$ cat src/rtl/pb_pkg.sv
`default_nettype none
// ============================================================================
//  Module      : pb_pkg
//  Description : Shared definitions for the push-button press classifier:
//                state encodings, default timing constants and a helper
//                for sizing the shared event counter.
//                Optional feature macro: PB_DOUBLE_CLICK_EN (see classifier).
//  Revision    : 1.0 - initial release
// ============================================================================
package pb_pkg;

    // Default thresholds at a 25 MHz clock: 0.5 s long press, 0.3 s gap.
    localparam int PB_LONG_CYCLES_DEF = 12_500_000;
    localparam int PB_DBL_CYCLES_DEF  = 7_500_000;

    // Classifier state encoding (explicit 3-bit width).
    typedef enum logic [2:0] {
        ST_IDLE           = 3'd0,
        ST_PRESSED        = 3'd1,
        ST_LONG_HELD      = 3'd2,
        ST_WAIT_SECOND    = 3'd3,
        ST_SECOND_PRESSED = 3'd4
    } pb_state_e;

    // Counter width: wide enough for the larger threshold plus one spare
    // bit, so the saturating counter never reaches a wrap condition.
    function automatic int pb_cnt_width(input int a, input int b);
        return $clog2((a > b) ? a : b) + 1;
    endfunction

endpackage
`default_nettype wire

$ cat src/rtl/pb_event_timer.sv
`default_nettype none
// ============================================================================
//  Module      : pb_event_timer
//  Description : Saturating cycle counter shared by the classifier states.
//                Synchronous clear (priority) and enable, plus an equality
//                compare against a caller-supplied terminal value.
//  Revision    : 1.0 - initial release
// ============================================================================
module pb_event_timer #(
    parameter int CNT_W = 8
) (
    input  logic             clk,
    input  logic             rst,
    input  logic             i_clear,
    input  logic             i_enable,
    input  logic [CNT_W-1:0] i_term,
    output logic             o_at_term
);

    localparam logic [CNT_W-1:0] c_cnt_max = {CNT_W{1'b1}};

    logic [CNT_W-1:0] r_cnt_q;
    logic [CNT_W-1:0] w_cnt_d;

    // Next count: clear wins, otherwise count up and hold at all-ones.
    always_comb begin
        w_cnt_d = r_cnt_q;
        if (i_clear) begin
            w_cnt_d = '0;
        end else if (i_enable && (r_cnt_q != c_cnt_max)) begin
            w_cnt_d = r_cnt_q + 1'b1;
        end
    end

    // Counter register with asynchronous reset.
    always_ff @(posedge clk or posedge rst) begin
        if (rst) begin
            r_cnt_q <= '0;
        end else begin
            r_cnt_q <= w_cnt_d;
        end
    end

    assign o_at_term = (r_cnt_q == i_term);

endmodule
`default_nettype wire

$ cat src/rtl/pb_press_classifier.sv
`default_nettype none
// ============================================================================
//  Module      : pb_press_classifier
//  Description : Classifies debounced button press/release pulses into
//                short press, long press (with hold level) and, when the
//                PB_DOUBLE_CLICK_EN macro is defined, double click.
//                Without PB_DOUBLE_CLICK_EN a short release reports
//                short_press at once and double_click is tied low.
//  Revision    : 1.0 - initial release
// ============================================================================
module pb_press_classifier
    import pb_pkg::*;
#(
    parameter int LONG_CYCLES = PB_LONG_CYCLES_DEF,
    parameter int DBL_CYCLES  = PB_DBL_CYCLES_DEF
) (
    input  logic clk,
    input  logic rst,
    input  logic PB_down,
    input  logic PB_up,
    output logic short_press,
    output logic long_press,
    output logic double_click,
    output logic hold,
    output logic busy
);

    localparam int CNT_W = pb_cnt_width(LONG_CYCLES, DBL_CYCLES);
    localparam logic [CNT_W-1:0] c_long_term = CNT_W'(LONG_CYCLES - 1);
    localparam logic [CNT_W-1:0] c_dbl_term  = CNT_W'(DBL_CYCLES - 1);

    pb_state_e        r_state_q;
    pb_state_e        w_state_d;
    logic             r_short_q, w_short_d;
    logic             r_long_q,  w_long_d;
    logic             r_hold_q,  w_hold_d;
    logic             r_busy_q,  w_busy_d;
    logic             w_down;
    logic             w_up;
    logic             w_clear;
    logic             w_enable;
    logic             w_at_term;
    logic [CNT_W-1:0] w_term;

    // Simultaneous press and release pulses cancel to no event.
    assign w_down = PB_down & ~PB_up;
    assign w_up   = PB_up   & ~PB_down;

    // Counter restarts on every state change and runs in the timed states;
    // the gap window uses its own threshold, all others the long threshold.
    assign w_clear  = (w_state_d != r_state_q);
    assign w_enable = (r_state_q == ST_PRESSED) || (r_state_q == ST_WAIT_SECOND) ||
                      (r_state_q == ST_SECOND_PRESSED);
    assign w_term   = (r_state_q == ST_WAIT_SECOND) ? c_dbl_term : c_long_term;

    pb_event_timer #(
        .CNT_W (CNT_W)
    ) u_timer (
        .clk       (clk),
        .rst       (rst),
        .i_clear   (w_clear),
        .i_enable  (w_enable),
        .i_term    (w_term),
        .o_at_term (w_at_term)
    );

`ifdef PB_DOUBLE_CLICK_EN
    logic r_dbl_q, w_dbl_d;
`endif

    // Next-state and registered-output inputs; a release exactly at the
    // long threshold counts as the end of a long hold, so it is silent.
    always_comb begin
        w_state_d = r_state_q;
        w_short_d = 1'b0;
        w_long_d  = 1'b0;
`ifdef PB_DOUBLE_CLICK_EN
        w_dbl_d   = 1'b0;
`endif
        case (r_state_q)
            ST_IDLE: begin
                if (w_down) begin
                    w_state_d = ST_PRESSED;
                end
            end
            ST_PRESSED: begin
                if (w_up) begin
                    if (!w_at_term) begin
`ifdef PB_DOUBLE_CLICK_EN
                        w_state_d = ST_WAIT_SECOND;
`else
                        w_short_d = 1'b1;
                        w_state_d = ST_IDLE;
`endif
                    end else begin
                        w_state_d = ST_IDLE;
                    end
                end else if (w_at_term) begin
                    w_long_d  = 1'b1;
                    w_state_d = ST_LONG_HELD;
                end
            end
            ST_LONG_HELD: begin
                if (w_up) begin
                    w_state_d = ST_IDLE;
                end
            end
`ifdef PB_DOUBLE_CLICK_EN
            ST_WAIT_SECOND: begin
                if (w_at_term) begin
                    w_short_d = 1'b1;
                    w_state_d = ST_IDLE;
                end else if (w_down) begin
                    w_state_d = ST_SECOND_PRESSED;
                end
            end
            ST_SECOND_PRESSED: begin
                if (w_up) begin
                    if (!w_at_term) begin
                        w_dbl_d = 1'b1;
                    end
                    w_state_d = ST_IDLE;
                end else if (w_at_term) begin
                    w_long_d  = 1'b1;
                    w_state_d = ST_LONG_HELD;
                end
            end
`endif
            default: begin
                w_state_d = ST_IDLE;
            end
        endcase
        w_hold_d = (w_state_d == ST_LONG_HELD);
        w_busy_d = (w_state_d != ST_IDLE);
    end

    // State and output registers; reset forces IDLE and silent outputs.
    always_ff @(posedge clk or posedge rst) begin
        if (rst) begin
            r_state_q <= ST_IDLE;
            r_short_q <= 1'b0;
            r_long_q  <= 1'b0;
            r_hold_q  <= 1'b0;
            r_busy_q  <= 1'b0;
        end else begin
            r_state_q <= w_state_d;
            r_short_q <= w_short_d;
            r_long_q  <= w_long_d;
            r_hold_q  <= w_hold_d;
            r_busy_q  <= w_busy_d;
        end
    end

`ifdef PB_DOUBLE_CLICK_EN
    // Double-click pulse register.
    always_ff @(posedge clk or posedge rst) begin
        if (rst) begin
            r_dbl_q <= 1'b0;
        end else begin
            r_dbl_q <= w_dbl_d;
        end
    end
    assign double_click = r_dbl_q;
`else
    assign double_click = 1'b0;
`endif

    assign short_press = r_short_q;
    assign long_press  = r_long_q;
    assign hold        = r_hold_q;
    assign busy        = r_busy_q;

endmodule
`default_nettype wire

$ cat config.mk
export PLATFORM = sky130hd
export DESIGN_NAME = pb_press_classifier
export DESIGN_NICKNAME = d
export VERILOG_FILES = /design/src/rtl/pb_pkg.sv /design/src/rtl/pb_event_timer.sv /design/src/rtl/pb_press_classifier.sv
export SDC_FILE = /design/constraint.sdc
export NUM_CORES = 1
export LEC_CHECK = 0
export ABC_AREA = 1
export CAP_MARGIN = 20
export CORE_ASPECT_RATIO = 1.2
export CORE_MARGIN = 2
export CORE_UTILIZATION = 40
export DETAILED_ROUTE_END_ITERATION = 8
export PLACE_DENSITY = 0.59
export REMOVE_ABC_BUFFERS = 1
export SKIP_CTS_REPAIR_TIMING = 1
export SYNTH_ARGS = -nofsm -noshare
export SYNTH_HDL_FRONTEND = slang
export SYNTH_SLANG_ARGS = --single-unit
$ cat constraint.sdc
create_clock -name clk -period 1.7 [get_ports clk]
set_clock_uncertainty 0.1 [all_clocks]
set_input_delay 0.255 -clock clk [delete_from_list [all_inputs] [get_ports clk]]
set_output_delay 0.255 -clock clk [all_outputs]
set_load 0.05 [all_outputs]
==> run summary <==
crit path capture type -> flip-flop
status -> finished, violations left
Power Density -> 594 nW/µm²
# setup viols final -> 25
I/O pin cnt -> 9
clk slew on worst S/H paths -> 60 ps
most frequent cells in the layout -> 51 x nand2_1, 46 x buf_4, 33 x inv_1, 32 x dfrtp_1, 28 x nor2_1
total power -> 1550 µW
die height -> 80.7 µm
flip-flop and latch count after synthesis -> 32
fmax -> 542 MHz
kind of critical path -> flip-flop to flip-flop
post-layout util -> 56.0%
CTS tree -> yes
drt first pass iters -> 4
Crit path arrival time -> 1930 ps
CTS sink cnt -> 32
core area -> 4660 µm²
CTS H-Tree Depth -> 2
failing checks -> negative setup slack
Tmin final -> 1850 ps
post-route ant nets -> 0
Synth Instances -> 253
die footprint -> 5480 µm²
first-pass GRT wire length -> 7480 µm
min-delay worst type -> primary input to async pin
max-cap viol count -> 0
Post-Route WL -> 4420 µm
Seq/Total Area, Yosys -> 40.8%
post-synth cell types -> 30
Max clock buf depth -> 2
area grow syn2layout -> 33.0%
final worst setup slack -> -146 ps
Tot GR Track Use -> 18.4%
Final Hold Fails -> 0
root buf cell -> clkbuf_8
RSZ-0062 raised after global routing -> yes
Final Net Count -> 315
DP Wirelength -> 3370 µm
Final Cycle Share -> 109%
GPL Wtd Cong -> 0.870
num rows -> 27
DR WL/cell -> 12.0 µm
ratio of cells with drive above 1 in the final layout -> 35.4%
startpoint types -> flip-flop
Vias -> 1715
Via-to-Cell Ratio -> 4.65
Syn. warnings -> 0
Starting Density -> 42.1%
IO buf count -> 7
pin count of the biggest net entering global routing -> 33
final max-slew violation count -> 0
Max IR drop VDD -> 0.334 mV
Syn Area/Cell -> 7.75 µm²
vias in the first global route -> 1667
TritonCTS buffer count -> 5
grt ovf -> 0
Post-Syn Area -> 1960 µm²
initial antenna violation count -> 0
CP Max Fanout -> 4
DRC Markers -> 0
n_diodes -> 0
Initial DRC Count -> 76
Die Wd -> 67.9 µm
worst-skew pair later-pin latency -> 280 ps
LEAKAGE -> 0.00118 µW
Critical Path RT -> 1780 ps
commonest non-fill, non-tap cell in the layout -> nand2_1
worst max-delay path, stage by stage (launching register included):
cell and delay, ps:
dfrtp_1 400, ha_2 200, inv_2 80, nor2_4 50, nand2_4 80, nor2_4 40, nand2_2 90, buf_6 100
nand4_1 190, buf_4 220, xor2_2 160, nor2_2 40
Yosys cell counts:
cell type / count / area, µm²
buf_8: 2 / 30.0
inv_1: 34 / 128
nand3_4: 1 / 17.5
buf_6: 2 / 22.5
nor3_2: 1 / 10.0
nor4_1: 1 / 6.26
and3b_1: 1 / 8.76
nand3_1: 15 / 75.1
xor2_1: 8 / 70.1
o21ai_0: 3 / 15.0
nand2_2: 6 / 37.5
nor2_1: 32 / 120
o31ai_1: 1 / 7.51
nand3_2: 4 / 40.0
buf_4: 1 / 7.51
nor3_1: 8 / 40.0
a31o_2: 1 / 8.76
nand2_1: 51 / 191
ha_1: 1 / 12.5
nor2_2: 23 / 144
a21oi_1: 2 / 10.0
dfrtp_1: 32 / 801
conb_1: 1 / 3.75
a21oi_2: 1 / 8.76
nand4_1: 7 / 43.8
xnor2_1: 4 / 35.0
o21bai_1: 3 / 22.5
nor2_4: 2 / 22.5
o21ai_1: 3 / 15.0
inv_2: 2 / 7.51
final timing paths:
kind	start	to	slack, ps	depth (start not counted)
max	u_timer.r_cnt_q[1]	u_timer.r_cnt_q[16]	-150	11
min	rst	u_timer.r_cnt_q[4]	240	3
max reg2reg	u_timer.r_cnt_q[1]	u_timer.r_cnt_q[16]	-150	11
min reg2reg	u_timer.r_cnt_q[24]	u_timer.r_cnt_q[24]	460	2
max in group asynchronous	rst	u_timer.r_cnt_q[3]	950	3
min in group clk	u_timer.r_cnt_q[24]	u_timer.r_cnt_q[24]	460	2
layout make-up:
class                           instances  area, µm²
Clock buffer                            8       90.1
Fill cell                             445       2050
Inverter                               36        140
Multi-Input combinational cell        181       1060
Sequential cell                        32        801
Tap cell                               58       72.6
Timing Repair Buffer                   54        449
cells by family after synthesis:
group,Yosys count,synth area share (%)
and+or+nand+nor,152,38.6
buffers and inverters,41,9.95
DFF,32,40.8
AOI/OAI and AO/OA,14,4.46
xor gates and xnor gates,12,5.36
adders and majority gates,1,0.638
other,1,0.191
per-stage QoR:
| stage | area [µm²] | setup TNS (ps) | cells | setup WS (ps) | hold WS [ps] |
|---|---|---|---|---|---|
| 2_1_floorplan | 1910 | -764 | 249 | -148 | 271 |
| 6_report | 2610 | -2420 | 369 | -146 | 243 |
| 3_5_place_dp | 2390 | -2850 | 357 | -160 | 458 |
| 4_1_cts | 2480 | -3050 | 365 | -174 | 263 |
| 5_1_grt | 2610 | -4880 | 369 | -228 | 341 |
| 3_3_place_gp | 2390 | -2150 | 357 | -150 | 439 |
metal layers:
layer / global-route usage, % / part of all wire (%) / vias to the layer above
met5: 0 / 0 / -
met4: 8.40 / 1.9 / 0
met3: 3.36 / 2.0 / 7
met2: 29.8 / 49 / 15
met1: 23.6 / 47 / 794
li1: - / - / 899
report_power, final:
part	switching (µW)	internal [µW]
logic	102	67.7
clock network	273	330
registers	8.01	770
total	383	1170
state kept, by name, summed over array words and instances, names as in the netlist:
name	count
busy	1
hold	1
long_press	1
r_state_q	3
short_press	1
u_timer.r_cnt_q	25
No activity file was read; power rests on OpenSTA's default activity.
